**src/rtl/prco_sched_pkg.sv**
```systemverilog
// Shared constants for the PRCO instruction sequencer: FSM state codes,
// RAM source codes and small helpers used by the sequencer and its bench.
package prco_sched_pkg;

    // Sequencer states (3-bit, also exported on the debug port).
    localparam logic [2:0] S_IDLE    = 3'd0;
    localparam logic [2:0] S_FETCH   = 3'd1;
    localparam logic [2:0] S_DECODE  = 3'd2;
    localparam logic [2:0] S_DECWAIT = 3'd3;
    localparam logic [2:0] S_EXEC    = 3'd4;
    localparam logic [2:0] S_MEM     = 3'd5;
    localparam logic [2:0] S_WB      = 3'd6;
    localparam logic [2:0] S_HALT    = 3'd7;

    // Owner of the shared RAM port.
    localparam logic RAM_SRC_FETCH = 1'b0;
    localparam logic RAM_SRC_DATA  = 1'b1;

    // Width of the RAM timeout counter; wide enough for a limit of 255.
    localparam int TMO_CNT_W = 8;

    // True in the states that own an outstanding RAM request.
    function automatic logic is_ram_state(input logic [2:0] state);
        return (state == S_FETCH) || (state == S_MEM);
    endfunction

endpackage

```
**src/rtl/prco_timeout_ctr.sv**
```systemverilog
// Up-counter guarding a RAM access. It is held at zero while cleared,
// counts waiting cycles while enabled, and flags the cycle on which one
// more wait would reach LIMIT.
module prco_timeout_ctr
    import prco_sched_pkg::*;
#(
    parameter int LIMIT = 15
) (
    input  logic i_clk,
    input  logic i_reset,
    input  logic i_clr,
    input  logic i_inc,
    output logic o_expired
);

    localparam logic [TMO_CNT_W-1:0] LAST = TMO_CNT_W'(LIMIT - 1);

    logic [TMO_CNT_W-1:0] r_cnt;

    // Count waiting cycles; saturate at the last value so the counter never wraps.
    always_ff @(posedge i_clk or negedge i_reset) begin
        if (!i_reset) begin
            r_cnt <= '0;
        end else if (i_clr) begin
            r_cnt <= '0;
        end else if (i_inc && !o_expired) begin
            // NOTE: state registers use non-blocking assignments so every flop
            // samples the pre-edge values, independent of block ordering.
            r_cnt <= r_cnt + 1'b1;
        end
    end

    // The cycle holding LAST is the final cycle in which an ack is accepted.
    assign o_expired = (r_cnt == LAST);

endmodule

```
**src/rtl/prco_sched.sv**
```systemverilog
// PRCO multi-cycle instruction sequencer. Owns the PC and the single RAM
// port, which it shares between instruction fetch and load/store data
// access, and steps each instruction through fetch, decode, execute,
// memory and writeback by pulsing the decoder/ALU/register-file enables.
module prco_sched
    import prco_sched_pkg::*;
#(
    parameter int              PC_W        = 16,
    parameter logic [PC_W-1:0] RESET_PC    = '0,
    parameter int              RAM_TIMEOUT = 15
) (
    input  logic            i_clk,
    input  logic            i_reset,
    input  logic            i_en,
    output logic            q_ram_req,
    output logic            q_ram_src,
    output logic            q_ram_we,
    output logic [PC_W-1:0] q_ram_addr_pc,
    input  logic            i_ram_ack,
    output logic            q_ir_we,
    output logic            q_dec_ce,
    input  logic            i_dec_ce,
    input  logic            i_dec_fetch,
    input  logic            i_req_ram,
    input  logic            i_req_ram_we,
    input  logic            i_reg_we,
    output logic            q_alu_ce,
    output logic            q_reg_we,
    input  logic            i_pc_load,
    input  logic [PC_W-1:0] i_pc_target,
    output logic [PC_W-1:0] q_pc,
    output logic            q_retired,
    output logic            q_err,
    output logic [2:0]      q_state
);

    logic [2:0]      r_state;
    logic [PC_W-1:0] r_pc;

    // Decoder dependency flags captured for the rest of the instruction.
    logic r_req_ram;
    logic r_req_ram_we;
    logic r_reg_we_lat;

    // One-cycle strobes and the sticky fault.
    logic r_ir_we;
    logic r_dec_ce;
    logic r_alu_ce;
    logic r_reg_we;
    logic r_retired;
    logic r_err;

    // Set once the first DECWAIT cycle has passed without a decoder response.
    logic r_dw_late;

    logic w_in_ram;
    logic w_ram_wait;
    logic w_tmo_clr;
    logic w_tmo_expired;

    assign w_in_ram   = is_ram_state(r_state);
    assign w_ram_wait = w_in_ram && !i_ram_ack;

    // The counter is held clear outside the RAM states, so it always starts
    // at zero on entry to FETCH or MEM (no RAM state follows another directly).
    assign w_tmo_clr = !w_in_ram;

    prco_timeout_ctr #(
        .LIMIT (RAM_TIMEOUT)
    ) u_tmo (
        .i_clk     (i_clk),
        .i_reset   (i_reset),
        .i_clr     (w_tmo_clr),
        .i_inc     (w_ram_wait),
        .o_expired (w_tmo_expired)
    );

    // Main sequencer: state, PC, latched decoder flags, strobes and fault.
    always_ff @(posedge i_clk or negedge i_reset) begin
        if (!i_reset) begin
            r_state      <= S_IDLE;
            r_pc         <= RESET_PC;
            r_req_ram    <= 1'b0;
            r_req_ram_we <= 1'b0;
            r_reg_we_lat <= 1'b0;
            r_ir_we      <= 1'b0;
            r_dec_ce     <= 1'b0;
            r_alu_ce     <= 1'b0;
            r_reg_we     <= 1'b0;
            r_retired    <= 1'b0;
            r_err        <= 1'b0;
            r_dw_late    <= 1'b0;
        end else begin
            // NOTE: strobes default low every cycle, so each one set below
            // lasts exactly one cycle without explicit clearing elsewhere.
            r_ir_we   <= 1'b0;
            r_dec_ce  <= 1'b0;
            r_alu_ce  <= 1'b0;
            r_reg_we  <= 1'b0;
            r_retired <= 1'b0;

            case (r_state)
                S_IDLE: begin
                    if (i_en) begin
                        r_state <= S_FETCH;
                    end
                end

                S_FETCH: begin
                    if (i_ram_ack) begin
                        r_ir_we <= 1'b1;
                        r_pc    <= r_pc + 1'b1;
                        r_state <= S_DECODE;
                    end else if (w_tmo_expired) begin
                        r_err   <= 1'b1;
                        r_state <= S_HALT;
                    end
                end

                S_DECODE: begin
                    r_dec_ce  <= 1'b1;
                    r_dw_late <= 1'b0;
                    r_state   <= S_DECWAIT;
                end

                S_DECWAIT: begin
                    // A refetch request beats a valid decode in the same cycle.
                    if (i_dec_fetch) begin
                        r_state <= S_FETCH;
                    end else if (i_dec_ce) begin
                        r_req_ram    <= i_req_ram;
                        r_req_ram_we <= i_req_ram_we;
                        r_reg_we_lat <= i_reg_we;
                        r_state      <= S_EXEC;
                    end else if (r_dw_late) begin
                        r_err   <= 1'b1;
                        r_state <= S_HALT;
                    end else begin
                        r_dw_late <= 1'b1;
                    end
                end

                S_EXEC: begin
                    r_alu_ce <= 1'b1;
                    r_state  <= r_req_ram ? S_MEM : S_WB;
                end

                S_MEM: begin
                    if (i_ram_ack) begin
                        r_state <= S_WB;
                    end else if (w_tmo_expired) begin
                        r_err   <= 1'b1;
                        r_state <= S_HALT;
                    end
                end

                S_WB: begin
                    r_reg_we  <= r_reg_we_lat;
                    r_retired <= 1'b1;
                    // A taken jump replaces the increment applied at fetch.
                    if (i_pc_load) begin
                        r_pc <= i_pc_target;
                    end
                    r_state <= i_en ? S_FETCH : S_IDLE;
                end

                S_HALT: begin
                    r_state <= S_HALT;
                end

                default: begin
                    r_err   <= 1'b1;
                    r_state <= S_HALT;
                end
            endcase
        end
    end

    // RAM port controls decode straight from the state register, so the
    // asynchronous reset drops the request at once.
    assign q_ram_req     = w_in_ram;
    assign q_ram_src     = (r_state == S_MEM) ? RAM_SRC_DATA : RAM_SRC_FETCH;
    assign q_ram_we      = (r_state == S_MEM) && r_req_ram_we;
    assign q_ram_addr_pc = r_pc;

    assign q_ir_we   = r_ir_we;
    assign q_dec_ce  = r_dec_ce;
    assign q_alu_ce  = r_alu_ce;
    assign q_reg_we  = r_reg_we;
    assign q_retired = r_retired;
    assign q_err     = r_err;
    assign q_pc      = r_pc;
    assign q_state   = r_state;

endmodule

```
**config.mk**
```make
export PLATFORM = sky130hd
export DESIGN_NAME = prco_sched
export DESIGN_NICKNAME = d
export VERILOG_FILES = /design/src/rtl/prco_sched_pkg.sv /design/src/rtl/prco_timeout_ctr.sv /design/src/rtl/prco_sched.sv
export SDC_FILE = /design/constraint.sdc
export NUM_CORES = 1
export LEC_CHECK = 0
export CELL_PAD_IN_SITES_DETAIL_PLACEMENT = 2
export CELL_PAD_IN_SITES_GLOBAL_PLACEMENT = 2
export CORE_MARGIN = 10
export CORE_UTILIZATION = 27
export DETAILED_ROUTE_END_ITERATION = 12
export PLACE_DENSITY = 0.77
export SYNTH_ARGS = -nofsm -noshare
export SYNTH_HDL_FRONTEND = slang
export SYNTH_HIERARCHICAL = 1
export SYNTH_SLANG_ARGS = --single-unit
```
**constraint.sdc**
```tcl
create_clock -name i_clk -period 2.7 [get_ports i_clk]
set_clock_uncertainty 0.2 [all_clocks]
set_input_delay 0.27 -clock i_clk [delete_from_list [all_inputs] [get_ports i_clk]]
set_output_delay 0.27 -clock i_clk [all_outputs]
set_load 0.005 [all_outputs]
```
; ---- Word level (Yosys, flattened, before mapping)
; Index checks and enable logic that the tools add are counted.
[classes]
n_addsub = 2
mul = 0
div = 0
order_cmp = 0
eq_ne = 18
shift = 0
muxes = 31
n_bitwise = 1
n_reduce_logical = 16
[op_table]
columns = op, count
row1 = $mux 16, 2
row2 = $pmux 16 s2, 1
row3 = $pmux 3 s8, 1
row4 = $mux 3, 7
row5 = $add 16x1->16 const B, 1
row6 = $mux 8, 2
row7 = $mux 1, 15
row8 = $ne 2x2->1 const B, 7
row9 = $eq 3x3->1 const B, 4
row10 = $reduce_and 3->1, 3
row11 = $add 8x1->8 const B, 1
row12 = $eq 8x4->1 const B, 1
row13 = $eq 3x2->1 const B, 2
row14 = $reduce_and 6->1, 1
row15 = $reduce_bool 2->1, 3
row16 = $ne 2x1->1 const B, 2
row17 = $ne 4x4->1 const B, 1
row18 = $pmux 1 s2, 2
row19 = $eq 3x1->1 const B, 1
row20 = $logic_and 1x1->1, 3
row21 = $logic_not 3->1, 1
row22 = $logic_not 1->1, 2
row23 = $mux 2, 1
row24 = $reduce_and 2->1, 1
row25 = 3 further kinds, 3
[totals]
ff_bits = 37
latch_bits = 0
ram_bits = 0
romBits = 0
output_inout_bits = 44
elab_cells = 81
mem_count = 0

; ---- Depth between registers and ports, before layout
[depth]
ltp_word = 6
depth_mapped = 7
mapped_depth_nobuf = 7

; ---- Hierarchy
; The synthesis kept the hierarchy.
[modules_own_cells]
columns = module, n_inst, cells_each, area_each_um2, seq_area_each_um2
row1 = prco_sched, 1, 200, 1804.2, 725.7
row2 = prco_timeout_ctr, 1, 51, 484.2, 200.2

; ---- Worst setup path before layout
; OpenSTA, ideal clock, no wires.
[synth_path]
path_type = flip-flop to flip-flop
start = reg r_state[1] (netlist: q_state[1])
end = reg u_tmo.r_cnt[7]
setup_ns = 0.125
arrival_ns = 1.770
setup_slack_ns = 0.605
stages_incl_launch_ff = 8
path_buffers = 1
synth_period_minus_slack_ns = 2.095
path_cell_list = dfrtp_1 > clkbuf_1 > nor2b_1 > inv_1 > nor2_1 > nand3_1 > nor3_1 > mux2_2
[synth_between]
elab_chain_cells = 5
word_cells_on_any_way = 7
cone_classes = eq/ne: 3 / mux: 1 / reduce/logical: 3
[synth_rtl]
columns = item, line_no
row1 = "start, declared", prco_sched.sv:37  ; logic [2:0] r_state;
row2 = "start signal, assigned", prco_sched.sv:145  ; r_state <= r_req_ram ? S_MEM : S_WB;
row3 = "start signal, assigned", prco_sched.sv:164  ; r_state <= i_en ? S_FETCH : S_IDLE;
row4 = $eq 3x1->1 or $eq 3x3->1 (tied branches), prco_sched_pkg.sv:24  ; return (state == S_FETCH) || (state == S_MEM);
row5 = $logic_or 1x1->1 (*), prco_sched_pkg.sv:24
row6 = net q_ram_req, prco_sched.sv:15  ; output logic q_ram_req,
row7 = $logic_and 1x1->1 (*), prco_sched.sv:62  ; assign w_ram_wait = w_in_ram && !i_ram_ack;
row8 = net w_ram_wait, prco_sched.sv:57  ; logic w_ram_wait;
row9 = $logic_and 1x1->1 (*), prco_timeout_ctr.sv:26  ; end else if (i_inc && !o_expired) begin
row10 = $ne 2x1->1 (no source line) (*), n/a
row11 = "end signal, assigned", prco_timeout_ctr.sv:29  ; r_cnt <= r_cnt + 1'b1;
row12 = "end, declared", prco_timeout_ctr.sv:18  ; logic [TMO_CNT_W-1:0] r_cnt;
; The timed path passes the listed nets; every way through them passes the cells marked *.
; A chain may end at the register's enable or synchronous reset.

; ---- Final worst setup path
[layout_path]
start = reg r_state[0] (netlist: q_state[0])
end = out q_ram_we
[layout_between]
elab_chain_cells = 2
[layout_rtl]
columns = item, line_no
row1 = $eq 3x3->1, prco_sched.sv:183  ; assign q_ram_we = (r_state == S_MEM) && r_req_ram_we;
row2 = $logic_and 1x1->1, prco_sched.sv:183
row3 = "end, declared", prco_sched.sv:17  ; output logic q_ram_we,
; Every way passes these cells.

==> results <==
==> Yosys cell counts (3+ instances only) <==
| cell | n |
|---|---|
| a21oi_1 | 22 |
| a2bb2oi_1 | 4 |
| and2_1 | 3 |
| buf_2 | 3 |
| buf_4 | 20 |
| clkbuf_1 | 5 |
| dfrtp_1 | 37 |
| ha_1 | 3 |
| inv_1 | 10 |
| mux2_2 | 7 |
| nand2_1 | 17 |
| nand2b_1 | 4 |
| nand3_1 | 12 |
| nand4_1 | 9 |
| nor2_1 | 16 |
| nor2b_1 | 4 |
| nor3_1 | 5 |
| o211ai_1 | 3 |
| o21ai_0 | 16 |
| o22ai_1 | 7 |
| or3_1 | 3 |
==> critical path, stage by stage (launching register included) <==
cell	delay, ns
dfrtp_1	0.53
nor2b_1	0.34
and3_1	0.20
clkdlybuf4s50_1	0.50
==> what timing repair did <==
item,4_1_cts,5_1_grt
hold buffers,1,0
buffers inserted,0,0
gates resized for setup,0,0
hold endpoints to repair,37,0
==> power by group through the flow <==
stage | Sequential (mW) | Combinational, mW | Clock (mW)
2_1_floorplan | 0.942 | 0.890 | 0
4_1_cts | 1.03 | 1.51 | 0.452
5_1_grt | 1.07 | 1.64 | 0.481
3_3_place_gp | 1.02 | 1.46 | 0
6_report | 1.02 | 1.47 | 0.437
3_5_place_dp | 1.04 | 1.50 | 0
==> cell type report <==
cell class	count	area (sq um)
Sequential cell	37	926
Timing Repair Buffer	75	733
Fill cell	920	5170
Multi-Input combinational cell	173	1110
Tap cell	105	131
Clock inverter	2	13.8
Inverter	11	41.3
Clock buffer	6	82.6
==> path summary, 6_finish.rpt <==
path | from | cells past startpoint | to | slack, ns
min reg2reg | q_err | 1 | q_err | 0.28
max reg2reg | q_state[0] | 6 | u_tmo/r_cnt[7] | 0.42
max | q_state[0] | 3 | q_ram_we | 0.35
min | q_err | 1 | q_err | 0.28
min in group asynchronous | i_reset | 2 | q_pc[3] | 0.45
max in group asynchronous | i_reset | 2 | u_tmo/r_cnt[2] | 1.28
==> cell families after synthesis <==
family | after synthesis
fa+ha+maj | 3
simple gates | 89
compound gates | 71
mux | 10
buf+inv | 41
flops | 37
==> metrics by stage <==
step	worst slack (ns)	total power, mW	hold slack (ns)	instance area [sq um]
after CTS	0.302	2.99	0.283	3040
final	0.346	2.93	0.280	3040
after floorplan	0.605	1.83	-0.226	2290
after global placement	0.484	2.48	0.244	2940
after global routing	0.186	3.19	0.302	3040
after detailed placement	0.397	2.54	0.250	2940
==> per-layer routing <==
layer | track usage, % | share of wire [%] | wire length (um)
met5 | 0 | 0 | 0
met4 | 2.88 | 0.85 | 64
met1 | 14.0 | 44 | 3310
met2 | 20.7 | 50 | 3770
met3 | 3.62 | 5.2 | 392
==> cells in the final DEF (no fill, tap or decap), types with 2 or more instances in the layout <==
master / n
nor2b_1: 4
o21ai_0: 16
o211ai_1: 3
or3_1: 3
mux2_2: 7
and3_1: 2
a2bb2oi_1: 4
a21oi_1: 22
clkdlybuf4s50_1: 68
buf_4: 5
clkbuf_8: 6
nor3_1: 5
nor4_1: 2
mux2_1: 2
nand2b_1: 4
o22ai_1: 7
o31ai_1: 2
nand4_1: 9
nand3_1: 12
and2_1: 3
a31oi_1: 2
ha_1: 3
dfrtp_1: 37
inv_1: 10
nor2_1: 16
nand2_1: 17
==> metrics <==
period utilisation layout 87.2%; Cell Int Power 1.75 mW; Antenna Cells 0; Crit. End Element output pin; syn_area_per_cell 9.12 sq um; Reg power frac 34.9%; WL final 7530 um; Post-Synth Adder-Cell Area 1.64%; Clk pwr share 14.9%; hold crit path type reg2reg; max FFs per register 16; Iter 0 DRT Violations 43; final number of hold-violating endpoints 0; H-Tree Depth 2; post-synthesis xor/xnor area fraction 0%; Chip Width 112 um; overflow left after global routing 0; complex-gate fraction of the synthesized area 20.3%; mux cell area share after synthesis 4.87%; setup_tns 0 ns; Yosys top cell area share 40.5%; global-route wire length before repair 12600 um; Post-Syn Instances 251; Syn Std Cell Area 2290 sq um; largest net degree at the start of global routing 38; Sw Share 40.3%; gpl congestion 0.769; Sw Pwr 1.18 mW; PortBufs 69; initial antenna violation count 0; # Max-Cap Violations 0; antenna-violating nets left 0; clk sinks 37; CP Launch Type flop; Post-synth EDFFs 0; I/O Pins 70; Avg WL per Cell 18.4 um; Pleak 1.23 nW; via-per-instance ratio 5.19; outcome complete, no violations; clk slew on worst S/H paths 0.09 ns; peak supply drop 0.000403 V; crit path kind reg2out; Layout Cells excl Fill 409; Slew Viols, Final 0; First-pass DRT Iterations 4; fin crit period 2.35 ns; site row count 33; slew of the pin with the lowest slew margin 0.910 ns; Crit path required time 2.23 ns; Inst Count DP 400; vias in the first global route 2360; Unique masters post-synth 56; Post-synth ARST share 100%; RSZ-0062 raised after global routing no; Chip Height 112 um; gr usage total 11.9%; clk root buf clkbuf_8; maximum clock rate 425 MHz; synth top area cells dfrtp_1 (40%), buf_4 (6.6%), a21oi_1 (4.8%); final setup fails 0; Worst EP arrival 1.88 ns; Gate power share 50.2%; Final Core Density 37.0%; clk_lat worst skew 0.30 ns; #FFs+latches synth 37; area leader, netlist dfrtp_1; worst rel slew slack 39.3%; main combinational cell family by area after synthesis simple AND/OR/NAND/NOR gates; Residual DRC 0; Seq/Total Area, Yosys 40.5%; nets 332; Yosys warning total 6; vias 2124; CTS buffer count 5; clock tree buffer depth 2; layout cells sized above 1 10.9%; TritonCTS clock tree built; Mapped Nets 280; CORE AREA 8220 sq um; Main synth FF type dfrtp_1; Power Density 963 nW/um^2; synth-to-layout area growth 33.0%; Critical Path Fanout Max 10; DIE AREA 12600 sq um; Initial Util 27.9%; half-perimeter wire length after placement 5640 um; simple-gate share of the synthesized area 21.9%
(Power assumes the default switching activity.)
